`src/rtl/servo_slew_sequencer_pkg.sv`:
```
// Shared constants, preset positions and FSM state type for the servo slew sequencer.
package servo_pkg;
  localparam int CW_W        = 17;
  localparam int PERIOD      = 100000;
  localparam int CW_MIN      = 5000;
  localparam int CW_MAX      = 10000;
  localparam int STEP        = 164;
  localparam int RESET_CW    = 9830;
  localparam int CW_LEFT     = 6555;
  localparam int CW_VERTICAL = 9830;

  typedef enum logic {IDLE, RAMP} seq_state_t;
endpackage

```
`src/rtl/servo_slew_sequencer_period_timer.sv`:
```
// Free-running PWM period counter with a registered end-of-period pulse.
module servo_period_timer #(
  parameter int CW_W   = servo_pkg::CW_W,
  parameter int PERIOD = servo_pkg::PERIOD
) (
  input  logic clk,
  input  logic rst,
  output logic period_tick
);
  localparam logic [CW_W-1:0] LAST = CW_W'(PERIOD - 1);
  localparam logic [CW_W-1:0] PRE  = CW_W'(PERIOD - 2);

  logic [CW_W-1:0] count;

  // Tick is registered one count early so it is high exactly while count == PERIOD-1.
  always_ff @(posedge clk or posedge rst) begin
    if (rst) begin
      count       <= '0;
      period_tick <= 1'b0;
    end else begin
      count       <= (count == LAST) ? '0 : count + 1'b1;
      period_tick <= (count == PRE);
    end
  end
endmodule

```
`src/rtl/servo_slew_sequencer.sv`:
```
// Servo compare-word sequencer: clamps commanded targets and slews pwm_cw once per PWM period.
// Optional SERVO_SEQ_PRESET_EN adds preset_req/preset_sel shortcut targets (left / vertical).
module servo_slew_sequencer #(
  parameter int CW_W     = servo_pkg::CW_W,
  parameter int PERIOD   = servo_pkg::PERIOD,
  parameter int CW_MIN   = servo_pkg::CW_MIN,
  parameter int CW_MAX   = servo_pkg::CW_MAX,
  parameter int STEP     = servo_pkg::STEP,
  parameter int RESET_CW = servo_pkg::RESET_CW
) (
  input  logic            clk,
  input  logic            rst,
  input  logic            cmd_valid,
  output logic            cmd_ready,
  input  logic [CW_W-1:0] cmd_target,
`ifdef SERVO_SEQ_PRESET_EN
  input  logic            preset_req,
  input  logic            preset_sel,
`endif
  output logic [CW_W-1:0] pwm_cw,
  output logic            period_tick,
  output logic            busy,
  output logic            at_target
);
  import servo_pkg::*;

  localparam logic [CW_W:0]   STEP_MAG = (CW_W+1)'(STEP);
  localparam logic [CW_W-1:0] STEP_CW  = CW_W'(STEP);

  function automatic logic [CW_W-1:0] clamp_cw(input logic [CW_W-1:0] v);
    if (v < CW_W'(CW_MIN)) return CW_W'(CW_MIN);
    if (v > CW_W'(CW_MAX)) return CW_W'(CW_MAX);
    return v;
  endfunction

  seq_state_t             state, state_n;
  logic [CW_W-1:0]        target, target_n, pwm_n;
  logic [CW_W-1:0]        req_target, clamped;
  logic                   req_valid;
  logic signed [CW_W:0]   diff;
  logic [CW_W:0]          mag;

  servo_period_timer #(.CW_W(CW_W), .PERIOD(PERIOD)) u_timer (
    .clk         (clk),
    .rst         (rst),
    .period_tick (period_tick)
  );

`ifdef SERVO_SEQ_PRESET_EN
  assign req_valid  = cmd_valid | preset_req;
  assign req_target = cmd_valid  ? cmd_target :
                      preset_sel ? CW_W'(CW_LEFT) : CW_W'(CW_VERTICAL);
`else
  assign req_valid  = cmd_valid;
  assign req_target = cmd_target;
`endif

  assign clamped = clamp_cw(req_target);
  assign diff    = $signed({1'b0, target}) - $signed({1'b0, pwm_cw});
  assign mag     = diff[CW_W] ? $unsigned(-diff) : $unsigned(diff);

  always_comb begin
    state_n  = state;
    target_n = target;
    pwm_n    = pwm_cw;
    case (state)
      IDLE: begin
        if (req_valid) begin
          target_n = clamped;
          if (clamped != pwm_cw) state_n = RAMP;
        end
      end
      RAMP: begin
        if (period_tick) begin
          if (mag <= STEP_MAG) begin
            pwm_n   = target;
            state_n = IDLE;
          end else if (diff[CW_W]) begin
            pwm_n = pwm_cw - STEP_CW;
          end else begin
            pwm_n = pwm_cw + STEP_CW;
          end
        end
      end
      default: state_n = IDLE;
    endcase
  end

  // Status outputs are registered from the next-state values so they match pwm_cw/target.
  always_ff @(posedge clk or posedge rst) begin
    if (rst) begin
      state     <= IDLE;
      target    <= CW_W'(RESET_CW);
      pwm_cw    <= CW_W'(RESET_CW);
      cmd_ready <= 1'b1;
      busy      <= 1'b0;
      at_target <= 1'b1;
    end else begin
      state     <= state_n;
      target    <= target_n;
      pwm_cw    <= pwm_n;
      cmd_ready <= (state_n == IDLE);
      busy      <= (state_n == RAMP);
      at_target <= (pwm_n == target_n);
    end
  end
endmodule
```
`config.mk`:
```
export PLATFORM = sky130hd
export DESIGN_NAME = servo_slew_sequencer
export DESIGN_NICKNAME = d
export VERILOG_FILES = /design/src/rtl/servo_slew_sequencer_pkg.sv /design/src/rtl/servo_slew_sequencer_period_timer.sv /design/src/rtl/servo_slew_sequencer.sv
export SDC_FILE = /design/constraint.sdc
export NUM_CORES = 1
export LEC_CHECK = 0
export BUFFER_PORTS_ARGS = -buffer_cell sky130_fd_sc_hd__clkbuf_2
export CAP_MARGIN = 0
export CORE_ASPECT_RATIO = 0.6
export CORE_MARGIN = 8
export CORE_UTILIZATION = 44
export CTS_BUF_LIST = sky130_fd_sc_hd__clkbuf_4 sky130_fd_sc_hd__clkbuf_8 sky130_fd_sc_hd__clkbuf_16
export CTS_CLUSTER_SIZE = 20
export DETAILED_ROUTE_END_ITERATION = 8
export PLACE_DENSITY = 0.61
export SLEW_MARGIN = 20
export SYNTH_ARGS = -nofsm -noshare
export SYNTH_HDL_FRONTEND = slang
export SYNTH_SLANG_ARGS = --single-unit
```
`constraint.sdc`:
```
create_clock -name clk -period 6.6 [get_ports clk]
set_input_delay 1.32 -clock clk [delete_from_list [all_inputs] [get_ports clk]]
set_output_delay 1.32 -clock clk [all_outputs]
set_load 0.05 [all_outputs]
```
== Word-level counts from Yosys, hierarchy flattened ==
Cells that the tools add are included.

* Register bits: 55
* Output and inout port bits: 21
* Word-level logic and storage cells: 41

* $add $sub $neg: 5
* Magnitude comparators: 3
* Equality and inequality tests: 4
* Multiplexer cells: 20
* Bitwise gates (word level): 2

{| class="wikitable"
|+ Operator list
! kind !! number
|-
| 17-bit 2-to-1 mux || 11
|-
| 17-bit == test (second input constant) || 2
|-
| 18-bit by 8-bit less-or-equal comparator with 1-bit output (second input constant) || 1
|-
| 18-bit 2-to-1 mux || 1
|-
| 18-bit negator || 1
|-
| 17-bit by 17-bit subtractor with 18-bit output || 1
|-
| 17-bit by 1-bit adder with 17-bit output (second input constant) || 1
|-
| 17-bit by 8-bit adder with 17-bit output (second input constant) || 1
|-
| 17-bit == test || 1
|-
| 17-bit by 14-bit > comparator with 1-bit output (second input constant) || 1
|-
| 17-bit by 13-bit less-than comparator with 1-bit output (second input constant) || 1
|-
| 17-bit != test || 1
|-
| 17-bit by 8-bit subtractor with 17-bit output (second input constant) || 1
|-
| 1-bit 2-to-1 mux || 7
|-
| 1-bit NOT || 2
|-
| 1-bit case mux with 2 select lines || 1
|}

== Depth between registers and ports, before layout ==
* Depth in word-level cells: 10
* Depth in mapped cells: 23
* Depth with buffers taken out: 22

== By module ==
A second synthesis with hierarchy kept.

* Cells, all modules: 694
* Area, all modules: 5370.2 um^2

{| class="wikitable"
|+ Modules (own cells, without submodules)
! module !! times used !! cells an instance !! area an instance (um^2)
|-
| servo_slew_sequencer || 1 || 613 || 4520.6
|-
| servo_period_timer || 1 || 81 || 849.6
|}

== Worst setup path before layout ==
No wires, ideal clock.

* Kind: reg-to-reg
* From: register pwm_cw[2]
* To: register at_target
* Setup time: 90 ps
* Data arrival time: 4950 ps
* Data required time: 6510 ps
* Slack: 1560 ps
* Stages on the path, launching flop included: 22
* Cells stage by stage: dfstp_2 -> inv_1 -> ha_1 -> o2111ai_2 -> a211oi_2 -> nor3_2 -> o21ai_2 -> inv_1 -> ha_1 -> nor2b_1 -> o21a_1 -> o21ai_0 -> a21oi_1 -> a21o_1 -> xor2_1 -> xor2_1 -> a2111oi_0 -> a41o_1 -> a31oi_1 -> a31oi_1 -> nand4_1 -> nor4_2

* Cells in the longest elaborated chain, start to end: 8

{| class="wikitable"
|+ Ends and longest elaborated chain
! what !! RTL line !! source
|-
| from (decl) || servo_slew_sequencer.sv:20 || <nowiki>output logic [CW_W-1:0] pwm_cw,</nowiki>
|-
| from (signal assigned) || servo_slew_sequencer.sv:94 || <nowiki>pwm_cw <= CW_W'(RESET_CW);</nowiki>
|-
| from (signal assigned) || servo_slew_sequencer.sv:101 || <nowiki>pwm_cw <= pwm_n;</nowiki>
|-
| 17-bit by 17-bit subtractor with 18-bit output || servo_slew_sequencer.sv:59 || <nowiki>assign diff = $signed({1'b0, target}) - $signed({1'b0, pwm_cw});</nowiki>
|-
| 18-bit negator || servo_slew_sequencer.sv:60 || <nowiki>assign mag = diff[CW_W] ? $unsigned(-diff) : $unsigned(diff);</nowiki>
|-
| 18-bit 2-to-1 mux || servo_slew_sequencer.sv:60 ||
|-
| 18-bit by 8-bit less-or-equal comparator with 1-bit output || servo_slew_sequencer.sv:75 || <nowiki>if (mag <= STEP_MAG) begin</nowiki>
|-
| 17-bit 2-to-1 mux || servo_slew_sequencer.sv:75 ||
|-
| 17-bit 2-to-1 mux || servo_slew_sequencer.sv:74 || <nowiki>if (period_tick) begin</nowiki>
|-
| 17-bit 2-to-1 mux (*) || servo_slew_sequencer.sv:66 || <nowiki>case (state)</nowiki>
|-
| 17-bit == test (*) || servo_slew_sequencer.sv:104 || <nowiki>at_target <= (pwm_n == target_n);</nowiki>
|-
| to (signal assigned) || servo_slew_sequencer.sv:104 ||
|-
| to (decl) || servo_slew_sequencer.sv:23 || <nowiki>output logic at_target</nowiki>
|}

Every way passes the cells marked *; elsewhere a longest branch is shown, timed or not.

== Worst setup path after layout ==
* From: register pwm_cw[9]
* To: register at_target

The elaborated chain is that of the path after synthesis.

==> flow_summary.ini <==
[clock_network]
cts_buffers = 5
cts_resized = 0
cts_tree = built
cts_sinks = 55
clock_latency_ns = 0.30
cts_hold_buffers = 0
htree_levels = 2
cts-root-buf = clkbuf_16
postCtsSetupBuffers = 0
path_clk_slew_ns = 0.08
clk_path_buf_depth = 2

[layout]
area_growth_pct = 8.804
final_cells = 841
ff_latch_area_mm2 = 0.001396
nNetsFinal = 730
multi_input_area_mm2 = 0.003734
diodes = 0
drive_gt1_frac = 0.1686
nFillCells = 1168

[min_path]
hold_path_class = reg2reg

[sta]
slew_violations = 0
worstMarginPinSlew_ns = 0.7681
relSlewSlack = 0.4879
max_freq_mhz = 175.7
post-route-min-period_ns = 5.693
setup_tns_ns = 0
fin_crit_sh = 0.8626
finClkSkew_ns = 0.01207
setup_viol = 0
hold_viol = 0
whs_ns = 0.4909
rsz0062_at_grt = false

[logic_synthesis]
synth_flop_cell = dfrtp_1
yosysMostFrequentCell = nand2_1
synth-edff-count = 0
post-synth-top-area-cell = dfrtp_1
ys_ff_latch = 55
yosysWarnings = 0
syn_nets = 696
netlist_area_mm2 = 0.005386
async_reset_ff_frac = 1.000
synth_cell_type_count = 94
yosys-top-cells-count = nand2_1 (61), nor2_1 (53), dfrtp_1 (39)
ys_top_cells_by_area = dfrtp_1 (18%), dfstp_2 (7.8%), ha_1 (7.7%), xnor2_1 (6.2%), nand2_1 (4.3%)
avgSynthCellArea_um2 = 8.403
yosys.area.top_type_share = 0.1812
ys_seq_area_frac = 0.2592
syn_inst = 641

[floorplanning]
core-area_mm2 = 0.01199
die_h_um = 101.7
initial_core_util = 0.4494
fp.dieArea_mm2 = 0.01615
num_rows = 31
io_pins = 41
die_x_um = 158.8

[power]
pwr-share-seq = 0.388
peakVddDrop_v = 0.0001074
clkPwrFrac = 0.325
swShare = 0.3448
p_leak_uw = 0.002434
p_switching_uw = 311.7
powerDensity_mw_per_mm2 = 154.2
combPwrFrac = 0.287
internal_power_uw = 592.2

[detailed_routing]
vias = 5044
vias_per_cell = 5.998
avgRoutedWirePerCell_um = 19.63
antenna_left = 0
dr.pass1.iters = 5
routed_wl_mm = 16.51
drc = 0
drt_iter0_markers = 482

[setup_path]
required_ns = 6.81
path_cells = inv_1 > ha_1 > and4_1 > nand2_1 > a211oi_2 > nor3_2 > o21ai_2 > inv_1 > buf_4 > ha_1 > a21o_1 > a21oi_1 > o21ai_0 > a31oi_1 > xnor2_1 > xnor2_1 > a2111oi_0 > a41o_1 > a31oi_1 > a31oi_1 > nand4_1 > nor4_2
cp_max_fo = 16
cp_slowest_stage_delay_ns = 0.61
crit_top_cell = a31oi_1
worstSetupEndpointType = flop
crit_path_start_kind = flop
worstSetupPathType = reg2reg
arrival_ns = 5.90
reg2reg_slack_ns = 0.91
slowest_stage = dfstp_2

[placement]
portBuffers = 40
dp_hpwl_mm = 12.86
dp.cells = 833
gp_congestion = 0.9420

[job]
maxCapViolCount = 0

[global_route]
grt-ovfl-total = 0
antenna_found_initial = 0
grt_pass1_wl_mm = 26.46
grt_pass1_vias = 4669
grt_max_degree = 56
grt_usage = 0.2051

[status]
status = complete, no violations
critical path, delay by kind of cell (launching register included):
| kind | cells | cell delay (ns) |
|---|---|---|
| adders and majority gates | 2 | 0.75 |
| and+or+nand+nor | 5 | 0.77 |
| buffers and inverters | 3 | 0.49 |
| DFF | 1 | 0.61 |
| AOI/OAI and AO/OA | 10 | 2.71 |
| xor gates and xnor gates | 2 | 0.27 |
area by class of cell:
class	count	share of cell area
multi-input cells	535	0.6371
well taps	165	0.03523
inverters	32	0.02050
clock buffers	5	0.02135
repair buffers	46	0.04184
clock inverters	3	0.005764
flip-flops and latches	55	0.2383
metrics by stage:
step	power, uW	setup slack [ns]	area [um^2]	util
6_report	903.9	0.9071	5861	0.4890
5_1_grt	949.9	0.4671	5861	0.4890
4_1_cts	900.2	0.9815	5854	0.4885
3_5_place_dp	610.2	1.022	5695	0.4752
3_3_place_gp	609.8	1.275	5695	0.4752
2_1_floorplan	548.4	1.560	5386	-
per-layer routing:
metal	global-route usage	vias up	part of all wire
met5	0	-	0
met4	0.03202	0	0.011
met3	0.06940	16	0.10
met2	0.2654	230	0.36
met1	0.3161	2371	0.53
li1	-	2427	-
cell families after synthesis:
kind of cell    share of synthesized area
simple gates                       0.2460
compound gates                     0.2321
xor+xnor                           0.1020
flops                              0.2592
buf+inv                           0.04878
fa+ha+maj                         0.08409
mux                               0.02787
path summary, 6_finish.rpt:
check / start / endpoint / cells after the start
setup / recovery: pwm_cw[9] / at_target / 22
hold / removal: u_timer.count[8] / u_timer.count[8] / 1
setup reg to reg: pwm_cw[9] / at_target / 22
hold reg to reg: u_timer.count[8] / u_timer.count[8] / 1
max in group asynchronous: rst / pwm_cw[16] / 3
min in group asynchronous: rst / u_timer.period_tick / 3
layout by cell type, fill, tap and decap left out, types with 5 or more instances in the layout:
cell	netlist	final
a21o_1	8	8
a21oi_1	34	34
a31oi_1	10	10
and3_1	7	7
buf_4	3	6
clkbuf_16	0	5
clkbuf_2	0	40
dfrtp_1	39	39
dfstp_2	16	16
ha_1	33	33
inv_1	32	31
mux2i_1	15	15
nand2_1	61	61
nand2b_1	7	7
nand3_1	32	32
nand4_1	8	8
nor2_1	53	53
nor3_1	23	23
o21ai_0	38	38
o31ai_1	5	5
o32ai_1	5	5
or2_2	7	7
or3_1	6	6
xnor2_1	38	38
xor2_1	21	21
registers in the layout, indices dropped and copies added, names as in the netlist:
name                 count
target                  17
state                    1
u_timer.count           17
at_target                1
cmd_ready                1
u_timer.period_tick      1
pwm_cw                  17
power by group through the flow:
stage	Combinational (uW)	Sequential, uW	Clock (uW)
final	259	351	294
after global routing	285	352	313
after CTS	255	351	294
after detailed placement	253	357	0
after global placement	253	357	0
after floorplan	195	354	0
Note: power is estimated with default switching activity, not from simulation.
